**src/rtl/spectrum_bar_levels.sv**
```systemverilog
// spectrum_bar_levels: reduces FFT magnitude frames to per-column bar heights with peak-hold/decay and a registered read port
module spectrum_bar_levels #(
  parameter int COLS = 16,
  parameter int ROWS = 8,
  parameter int MAG_W = 16,
  parameter int BIN_W = 9,
  parameter int COL_SHIFT = 5,
  parameter int HOLD_FRAMES = 6
) (
  input  logic             clk,
  input  logic             rst,
  input  logic             bin_valid,
  output logic             bin_ready,
  input  logic [BIN_W-1:0] bin_idx,
  input  logic [MAG_W-1:0] bin_mag,
  input  logic             bin_last,
  output logic             frame_ready,
  input  logic [3:0]       rd_x,
  output logic [3:0]       rd_height,
  output logic [3:0]       rd_peak,
  output logic             dropped
);
  localparam int CW = BIN_W - COL_SHIFT;
  localparam int HOLD_W = $clog2(HOLD_FRAMES + 1);
  localparam logic [CW-1:0] LAST = CW'(COLS - 1);
  typedef enum logic {ACCUM, QUANT} state_t;
  state_t state;
  logic [CW-1:0] cnt;
  logic [CW-1:0] col;
  logic [MAG_W-1:0] acc [COLS];
  logic [3:0] h [COLS];
  logic [3:0] peak [COLS];
  logic [HOLD_W-1:0] hold [COLS];
  logic [3:0] new_h;
  int p;
  int lvl;
  assign col = bin_idx[BIN_W-1:COL_SHIFT];
  always_comb begin
    p = -1;
    for (int i = 0; i < MAG_W; i++) p = acc[cnt][i] ? i : p;
    lvl = p - (MAG_W - ROWS) + 1;
    new_h = lvl <= 0 ? 4'd0 : lvl >= ROWS ? 4'(ROWS) : 4'(lvl);
  end
  always_ff @(posedge clk) begin
    if (rst) begin
      state <= ACCUM;
      bin_ready <= 1'b1;
      frame_ready <= 1'b0;
      dropped <= 1'b0;
      cnt <= '0;
      rd_height <= '0;
      rd_peak <= '0;
      for (int i = 0; i < COLS; i++) begin
        acc[i] <= '0;
        h[i] <= '0;
        peak[i] <= '0;
        hold[i] <= '0;
      end
    end else begin
      frame_ready <= 1'b0;
      rd_height <= h[rd_x];
      rd_peak <= peak[rd_x];
      if (bin_valid && !bin_ready) dropped <= 1'b1;
      if (state == ACCUM) begin
        if (bin_valid) begin
          if (bin_mag > acc[col]) acc[col] <= bin_mag;
          if (bin_last) begin
            state <= QUANT;
            bin_ready <= 1'b0;
            cnt <= '0;
          end
        end
      end else begin
        acc[cnt] <= '0;
        h[cnt] <= new_h;
        if (new_h >= peak[cnt]) begin
          peak[cnt] <= new_h;
          hold[cnt] <= HOLD_W'(HOLD_FRAMES);
        end else if (hold[cnt] != '0) hold[cnt] <= hold[cnt] - 1'b1;
        else peak[cnt] <= peak[cnt] - 1'b1;
        cnt <= cnt + 1'b1;
        if (cnt == LAST) begin
          state <= ACCUM;
          bin_ready <= 1'b1;
          frame_ready <= 1'b1;
        end
      end
    end
  end
endmodule

```
**config.mk**
```make
export PLATFORM = sky130hd
export DESIGN_NAME = spectrum_bar_levels
export DESIGN_NICKNAME = d
export VERILOG_FILES = /design/src/rtl/spectrum_bar_levels.sv
export SDC_FILE = /design/constraint.sdc
export NUM_CORES = 1
export LEC_CHECK = 0
export BUFFER_PORTS_ARGS = -buffer_cell sky130_fd_sc_hd__buf_2
export CORE_MARGIN = 2
export CORE_UTILIZATION = 55
export DETAILED_ROUTE_END_ITERATION = 7
export PLACE_DENSITY_LB_ADDON = 0.3
export SYNTH_ARGS = -nofsm -noshare
export SYNTH_HDL_FRONTEND = slang
export SYNTH_SLANG_ARGS = --single-unit
```
**constraint.sdc**
```tcl
create_clock -name clk -period 15.2 [get_ports clk]
set_input_delay 3.04 -clock clk [delete_from_list [all_inputs] [get_ports clk]]
set_output_delay 3.04 -clock clk [all_outputs]
set_load 0.03 [all_outputs]
```
* After elaboration in Yosys (flattened, before gate mapping)
Memory sizes are Yosys's and may differ from the RTL's. A register that Yosys moved wholly into a read port is not among the register bits.
Cells that the tools add are included.
** Cells by class
- Add/subtract/negate cells :: 5
- Order comparisons :: 4
- Equal/unequal tests :: 2
- Muxes and demuxes :: 77
- Bitwise gates (word level) :: 3
- Reductions and logical operators :: 13
** Operator list (number)
- 32-bit two-way mux :: 16
- 4-bit two-way mux :: 19
- 1-bit two-way mux :: 38
- 32-bit by 2-bit adder with 32-bit output (second input constant) :: 1
- 32-bit by 5-bit greater-or-equal comparator with 1-bit output (second input constant) :: 1
- 32-bit by 1-bit less-or-equal comparator with 1-bit output (second input constant) :: 1
- 16-bit two-way mux :: 2
- 16-bit OR reduction :: 2
- 32-bit by 5-bit subtractor with 32-bit output (second input constant) :: 1
- 16-bit > comparator :: 1
- 4-bit OR reduction :: 2
- 3-bit two-way mux :: 2
- 4-bit by 1-bit adder with 4-bit output (second input constant) :: 1
- 4-bit == test (second input constant) :: 1
- 4-bit greater-or-equal comparator :: 1
- 2-bit nonzero test :: 2
- 4-bit by 1-bit subtractor with 4-bit output (second input constant) :: 1
- 3-bit AND reduction :: 1
- 3-bit nonzero test :: 1
- 3-bit OR reduction :: 1
- 3-bit by 1-bit subtractor with 3-bit output (second input constant) :: 1
- 2-bit by 1-bit inequality test with 1-bit output (second input constant) :: 1
- 1-bit OR :: 2
- 2-bit AND reduction :: 1
- other kinds (4) :: 4
** Storage, ports and cells
- Flip-flop bits (word level) :: 8
- Bits in writable memories :: 432
- Output and inout port bits :: 11
- Memories kept :: 4
** Memories
- acc :: depth 16, width 16, rd ports 2, clocked after memory_dff 1, wr ports 16, line 30 : logic [MAG_W-1:0] acc [COLS];
- h :: depth 16, width 4, rd ports 1, clocked after memory_dff 1, wr ports 16, line 31 : logic [3:0] h [COLS];
- peak :: depth 16, width 4, rd ports 2, clocked after memory_dff 2, wr ports 16, line 32 : logic [3:0] peak [COLS];
- hold :: depth 16, width 3, rd ports 1, clocked after memory_dff 1, wr ports 16, line 33 : logic [HOLD_W-1:0] hold [COLS];

* Logic depth before layout (Yosys ltp)
Gate-level depths: netlist (run 1).
- Word-level depth :: 29
- Gate-level depth with buffers :: 32
- Depth with buffers taken out :: 27

* Least setup slack after synthesis (run 1)
Ideal clock, no wire load.
- Path kind :: input -> register
- Start point :: input bin_idx[5]
- End point :: memory acc[5][0] (enable)
- Arrival time :: 7.965 ns
- Setup slack :: 6.770 ns
- Stages on the path :: 17
- Cell sequence :: clkbuf_1 -> buf_1 -> clkbuf_1 -> mux4_2 -> mux4_2 -> inv_1 -> ha_1 -> a21o_1 -> a21o_1 -> a21o_1 -> a21o_1 -> a21o_1 -> a21o_1 -> a21o_1 -> o311ai_1 -> clkbuf_1 -> o21ai_0
** RTL lines
- start, declared :: line 14 : input logic [BIN_W-1:0] bin_idx,
- end, declared :: line 30

==> metrics.txt, run 1 <==
status finished, final reports clean; DR vias 16130; CP endpoint kind flop; crit path buf inv count 4; Initial Utilization 55.69%; Setup TNS 0 ps; Post-Place Cell Area 24720 um2; Vias/cell 6.918; Worst path slowest cell buf_4; number of iterations in the first detailed-routing pass 6; Die H 212.6 um; Clock Latency Late Sink 600 ps; clock sink total 452; Net count, final 1776; most frequent cells in the layout 432 x edfxtp_1, 269 x nor3_1, 219 x mux4_2; Tcrit/Tclk final 61.50%; Yosys top cell area share 54.19%; Period minus WS final 9348 ps; Worst Setup Path Type reg2reg; skew final 20.55 ps; I/O pin count 44; Detail Placement HPWL 39120 um; number of synthesized flops with an enable pin 432; n_diodes 0; Worst EP arrival 9810 ps; die footprint 45210 um2; Unique masters post-synth 53; RD Place Congestion 0.8523; Synth Area per Inst 13.71 um2; final hold vios 0; Top FF cell, synth edfxtp_1; Cell Rows 76; Mapped Area 23940 um2; maxcap violations 0; Achievable Freq 107.0 MHz; CTS Hold Buffers Added 0; critical path's most frequent cell nand2_1; Seq/Total Area, Yosys 55.86%; PD cells 114.1 nW/um2; RSZ-0062 raised after global routing no; Wirelength per Cell 28.09 um; Leakage 0.008764 uW; die width 212.6 um; Worst path max stage delay 890 ps; Worst Tran Pin Value 1273 ps; ys async rst share 0%; Clk Tree Root Cell clkbuf_16; peak supply drop 0.0001045 V; Area contributors post-synth edfxtp_1 54%, mux4_2 21%, nor3_1 5.6%; layout cells sized above 1 23.71%; largest net degree at the start of global routing 79; Clock Path Buffers 3; register area 13380 um2; Final Max Tran Viols 0; clk slew on worst S/H paths 70 ps; worst path required time 15660 ps; CTS tree yes; GR Util All Layers 30.16%; fillers 3283; synth warn 0; #FFs+latches synth 452; most common cell after layout, fill and taps aside edfxtp_1; Syn Inst Count 1746; first-pass GRT wire length 99550 um; core box area 42980 um2; syn nets 1815; Max FO, Critical Path 50; IO buf count 38; kind of cell adding the most delay to the critical path simple AND/OR/NAND/NOR gates; number of global-route vias before repair 16090; slew margin rel. 14.93%; # setup viols final 0; CTS buffer count 49; post-route ant nets 0; Startpoint Class flop; total grt overflow 0; post-CTS sizing 0; worst hold-check path type reg2reg; cell accounting for the most synthesized area edfxtp_1; H-tree Lvls 2; DR iter-0 viols 1946; initial antenna violation count 0; Setup Fix Bufs, Post-CTS 0; drt drc 0; final WL 65480 um; multi-input logic area 9956 um2; Finished Cell Area 26250 um2; Synth-to-Final Area Change 9.664%
tightest hold or removal path, delay by kind of cell, from the launching register on:
family | cells | cell delay (ps)
DFF | 1 | 320
and+or+nand+nor | 1 | 70
AOI/OAI and AO/OA | 1 | 40
through the flow:
| stage | hold slack, ps | total power [uW] | worst slack (ps) | utilization, % | instances |
|---|---|---|---|---|---|
| floorplan | 607.7 | 1740 | 6770 | - | 1746 |
| global placement | 448.2 | 1855 | 6044 | 57.51 | 2241 |
| detailed placement | 455.6 | 1866 | 5944 | 57.51 | 2241 |
| CTS | 468.3 | 2997 | 5908 | 61.08 | 2331 |
| global route | 505.0 | 3079 | 5104 | 61.08 | 2331 |
| finish | 463.7 | 2994 | 5852 | 61.08 | 2331 |
report_power, final:
part	switching, uW	internal (uW)
logic	271	140
registers	26.3	1410
clock network	486	660
worst paths after layout:
check | startpoint | to | slack (ps) | depth (start not counted)
worst max register to register | flop | hold[9][0] | 5850 | 27
worst min-delay path | dropped | dropped | 460 | 2
worst min register to register | dropped | dropped | 460 | 2
worst max-delay path | flop | hold[9][0] | 5850 | 27
cells in the mapped netlist, drive strengths merged, types with 2 or more instances:
| cell | number |
|---|---|
| a211oi | 17 |
| a21o | 11 |
| a21oi | 43 |
| a221o | 2 |
| a221oi | 5 |
| a22o | 4 |
| a22oi | 24 |
| a311o | 2 |
| a31oi | 7 |
| and2 | 19 |
| buf | 45 |
| clkbuf | 123 |
| dfxtp | 20 |
| edfxtp | 432 |
| ha | 36 |
| inv | 40 |
| mux4 | 219 |
| nand2 | 90 |
| nand2b | 54 |
| nand3 | 16 |
| nand4 | 12 |
| nor2 | 181 |
| nor2b | 15 |
| nor3 | 270 |
| nor3b | 3 |
| nor4 | 3 |
| o211ai | 2 |
| o21a | 4 |
| o21ai | 23 |
| o311ai | 3 |
| or2 | 2 |
| or3 | 2 |
| or4 | 4 |
| xor2 | 2 |
flip-flops by register name, indices dropped and copies added (netlist names), named ones only:
register	flops
acc	256
h	64
peak	64
hold	48
cnt	4
rd_height	4
rd_peak	4
bin_ready	1
dropped	1
frame_ready	1
state	1
layer usage:
metal	vias up	global-route usage (%)	wire (um)
li1	6760	-	-
met1	8017	40.95	23560
met2	1132	47.10	30680
met3	216	6.662	8067
met4	0	13.58	3171
met5	-	0	0
cells by family after synthesis:
group	count (synthesis)	share of synthesized area [%]
xor gates and xnor gates	3	0.1098
and+or+nand+nor	673	13.35
adders and majority gates	36	1.882
DFF	452	55.86
buffers and inverters	209	3.570
AOI/OAI and AO/OA	153	4.526
muxes	220	20.70
area by class of cell:
| class | instances | area share [%] |
|---|---|---|
| clock inverters | 18 | 0.4480 |
| inverters | 41 | 0.5910 |
| well taps | 585 | 2.788 |
| flip-flops and latches | 452 | 50.97 |
| repair buffers | 78 | 1.887 |
| multi-input cells | 1085 | 37.92 |
| clock buffers | 72 | 5.391 |
No activity file was read; power rests on OpenSTA's default activity.
==> inputs of run 2 (changes only) <==
==> constraint.sdc (replaced) <==
create_clock -name clk -period 9.81 [get_ports clk]
set_input_delay 1.962 -clock clk [delete_from_list [all_inputs] [get_ports clk]]
set_output_delay 1.962 -clock clk [all_outputs]
set_load 0.03 [all_outputs]
==> metrics.txt, run 2 (synthesized netlist as in run 1, its figures left out) <==
status finished, final reports clean (unchanged); post-route ant nets 0 (unchanged); final WL 65080 um (was 65480 um); number of iterations in the first detailed-routing pass 5 (was 6); core box area 42980 um2 (unchanged); n_diodes 0 (unchanged); final hold vios 0 (unchanged); internal power 3452 uW (was 2211 uW); peak supply drop 0.0001591 V (was 0.0001045 V); Post-Place Cell Area 24750 um2 (was 24720 um2); Worst Setup Slack, final 934.7 ps (was 5852 ps); switching pwr 1218 uW (was 783.3 uW); Initial Utilization 55.69% (unchanged); RD Place Congestion 0.8819 (was 0.8523); skew final 22.26 ps (was 20.55 ps); RSZ-0062 raised after global routing no (unchanged); Max FO, Critical Path 50 (unchanged); Finished Cell Area 26310 um2 (was 26250 um2); CTS Hold Buffers Added 0 (unchanged); Leakage 0.008796 uW (was 0.008764 uW); register area 13380 um2 (unchanged); Clock Latency Late Sink 600 ps (about the same); clock power share 38.7% (was 38.3%); largest registers acc x256, h x64, peak x64 (unchanged); maxcap violations 0 (unchanged); total grt overflow 0 (unchanged); Most flops, register acc (unchanged); combinational group share of total power 13.6% (was 13.7%); Flop pwr share 47.7% (was 48.0%); clock sink total 452 (unchanged); CTS buffer count 49 (unchanged); Tcrit/Tclk final 90.47% (was 61.50%); Cell Rows 76 (unchanged); Setup Fix Bufs, Post-CTS 0 (unchanged); placed cells 2244 (was 2241); DR iter-0 viols 1914 (was 1946); sw frac 26.08% (was 26.16%); worst path required time 10100 ps (was 15660 ps); Achievable Freq 112.7 MHz (was 107.0 MHz); initial antenna violation count 0 (unchanged); largest net degree at the start of global routing 80 (was 79); most common cell after layout, fill and taps aside edfxtp_1 (unchanged); Vias/cell 6.816 (was 6.918); Startpoint Class flop (unchanged); Setup TNS 0 ps (unchanged); drt drc 0 (unchanged); DP Worst Slack 1134 ps (was 5944 ps); Clock Path Buffers 3 (unchanged); I/O pin count 44 (unchanged); IO buf count 38 (unchanged); Worst Setup Path Type reg2reg (unchanged); Period minus WS final 8875 ps (was 9348 ps); power consumption 4671 uW (was 2994 uW); Synth-to-Final Area Change 9.910% (was 9.664%); Net count, final 1779 (was 1776); layout cells sized above 1 24.13% (was 23.71%); Die H 212.6 um (unchanged); clk slew on worst S/H paths 60 ps (was 70 ps); non-filler cells, final 2330 (was 2331); CTS tree yes (unchanged); first-pass GRT wire length 99160 um (was 99550 um); Worst EP arrival 9170 ps (was 9810 ps); GR Util All Layers 29.81% (was 30.16%); number of global-route vias before repair 16160 (was 16090); Wirelength per Cell 27.93 um (was 28.09 um); die width 212.6 um (unchanged); CP endpoint kind flop (unchanged); # setup viols final 0 (unchanged); die footprint 45210 um2 (unchanged); Largest register FFs 256 (unchanged); worst hold-check path type reg2reg (unchanged); Detail Placement HPWL 39920 um (was 39120 um); H-tree Lvls 2 (unchanged); post-CTS sizing 0 (unchanged); PD cells 177.5 nW/um2 (was 114.1 nW/um2); fillers 3212 (was 3283); multi-input logic area 9956 um2 (unchanged); most frequent cells in the layout 432 x edfxtp_1, 269 x nor3_1, 219 x mux4_2 (unchanged); Final Max Tran Viols 0 (unchanged); Worst Tran Pin Value 1147 ps (was 1273 ps); Clk Tree Root Cell clkbuf_16 (unchanged); DR vias 15880 (was 16130); slew margin rel. 23.55% (was 14.93%)
-- run 2: layout make-up --
cell class / instances / share of cell area, %
tap: 585 / 2.782
sequential: 452 / 50.86
inverter: 41 / 0.5897
clock buffer: 71 / 5.488
timing repair buffer: 81 / 2.016
multi-input combinational: 1085 / 37.84
clock inverter: 15 / 0.4280
-- run 2: final timing paths --
path	cells after the start	endpoint	startpoint	slack [ps]
hold / removal	2	dropped	dropped	470
hold reg to reg	2	dropped	dropped	470
setup reg to reg	26	peak[12][0]	flop	930
setup / recovery	26	peak[12][0]	flop	930
-- run 2: metrics by stage --
stage	hold WS (ps)	utilization [%]
final	469.9	61.21
after CTS	478.6	61.21
after detailed placement	463.2	57.59
after floorplan	607.7	-
after global placement	446.0	57.59
after global routing	500.8	61.21
-- run 2: worst max-delay path, stage by stage (launching register included) --
cell	delay, ps
dfxtp_4	930
buf_4	430
mux4_2	360
a22o_1	260
a221o_1	320
nor3_1	210
o21ai_0	120
a21o_1	220
and2_1	170
ha_1	220
o21ai_0	160
nand2_1	110
ha_1	290
nor4_1	280
nand2_1	80
nor3_1	470
nand2_1	110
a221oi_1	530
inv_2	310
ha_1	360
nand2b_1	140
a21o_1	170
a21o_1	180
a21oi_1	360
nand3_1	610
a21oi_2	1000
nor2_1	100
-- run 2: per-layer routing --
| layer | vias to the layer above | track usage, % | routed length [um] |
|---|---|---|---|
| li1 | 6749 | - | - |
| met1 | 7981 | 39.41 | 23910 |
| met2 | 945 | 47.94 | 31240 |
| met3 | 206 | 6.381 | 7051 |
| met4 | 0 | 13.31 | 2886 |
| met5 | - | 0 | 0 |
-- run 2: power by group through the flow --
| stage | clock [uW] | sequential [uW] | combinational [uW] |
|---|---|---|---|
| after floorplan | 0 | 2250 | 442 |
| after global placement | 0 | 2260 | 616 |
| after CTS | 1810 | 2230 | 630 |
| after global routing | 1890 | 2240 | 674 |
| final | 1810 | 2230 | 636 |
| after detailed placement | 0 | 2270 | 626 |
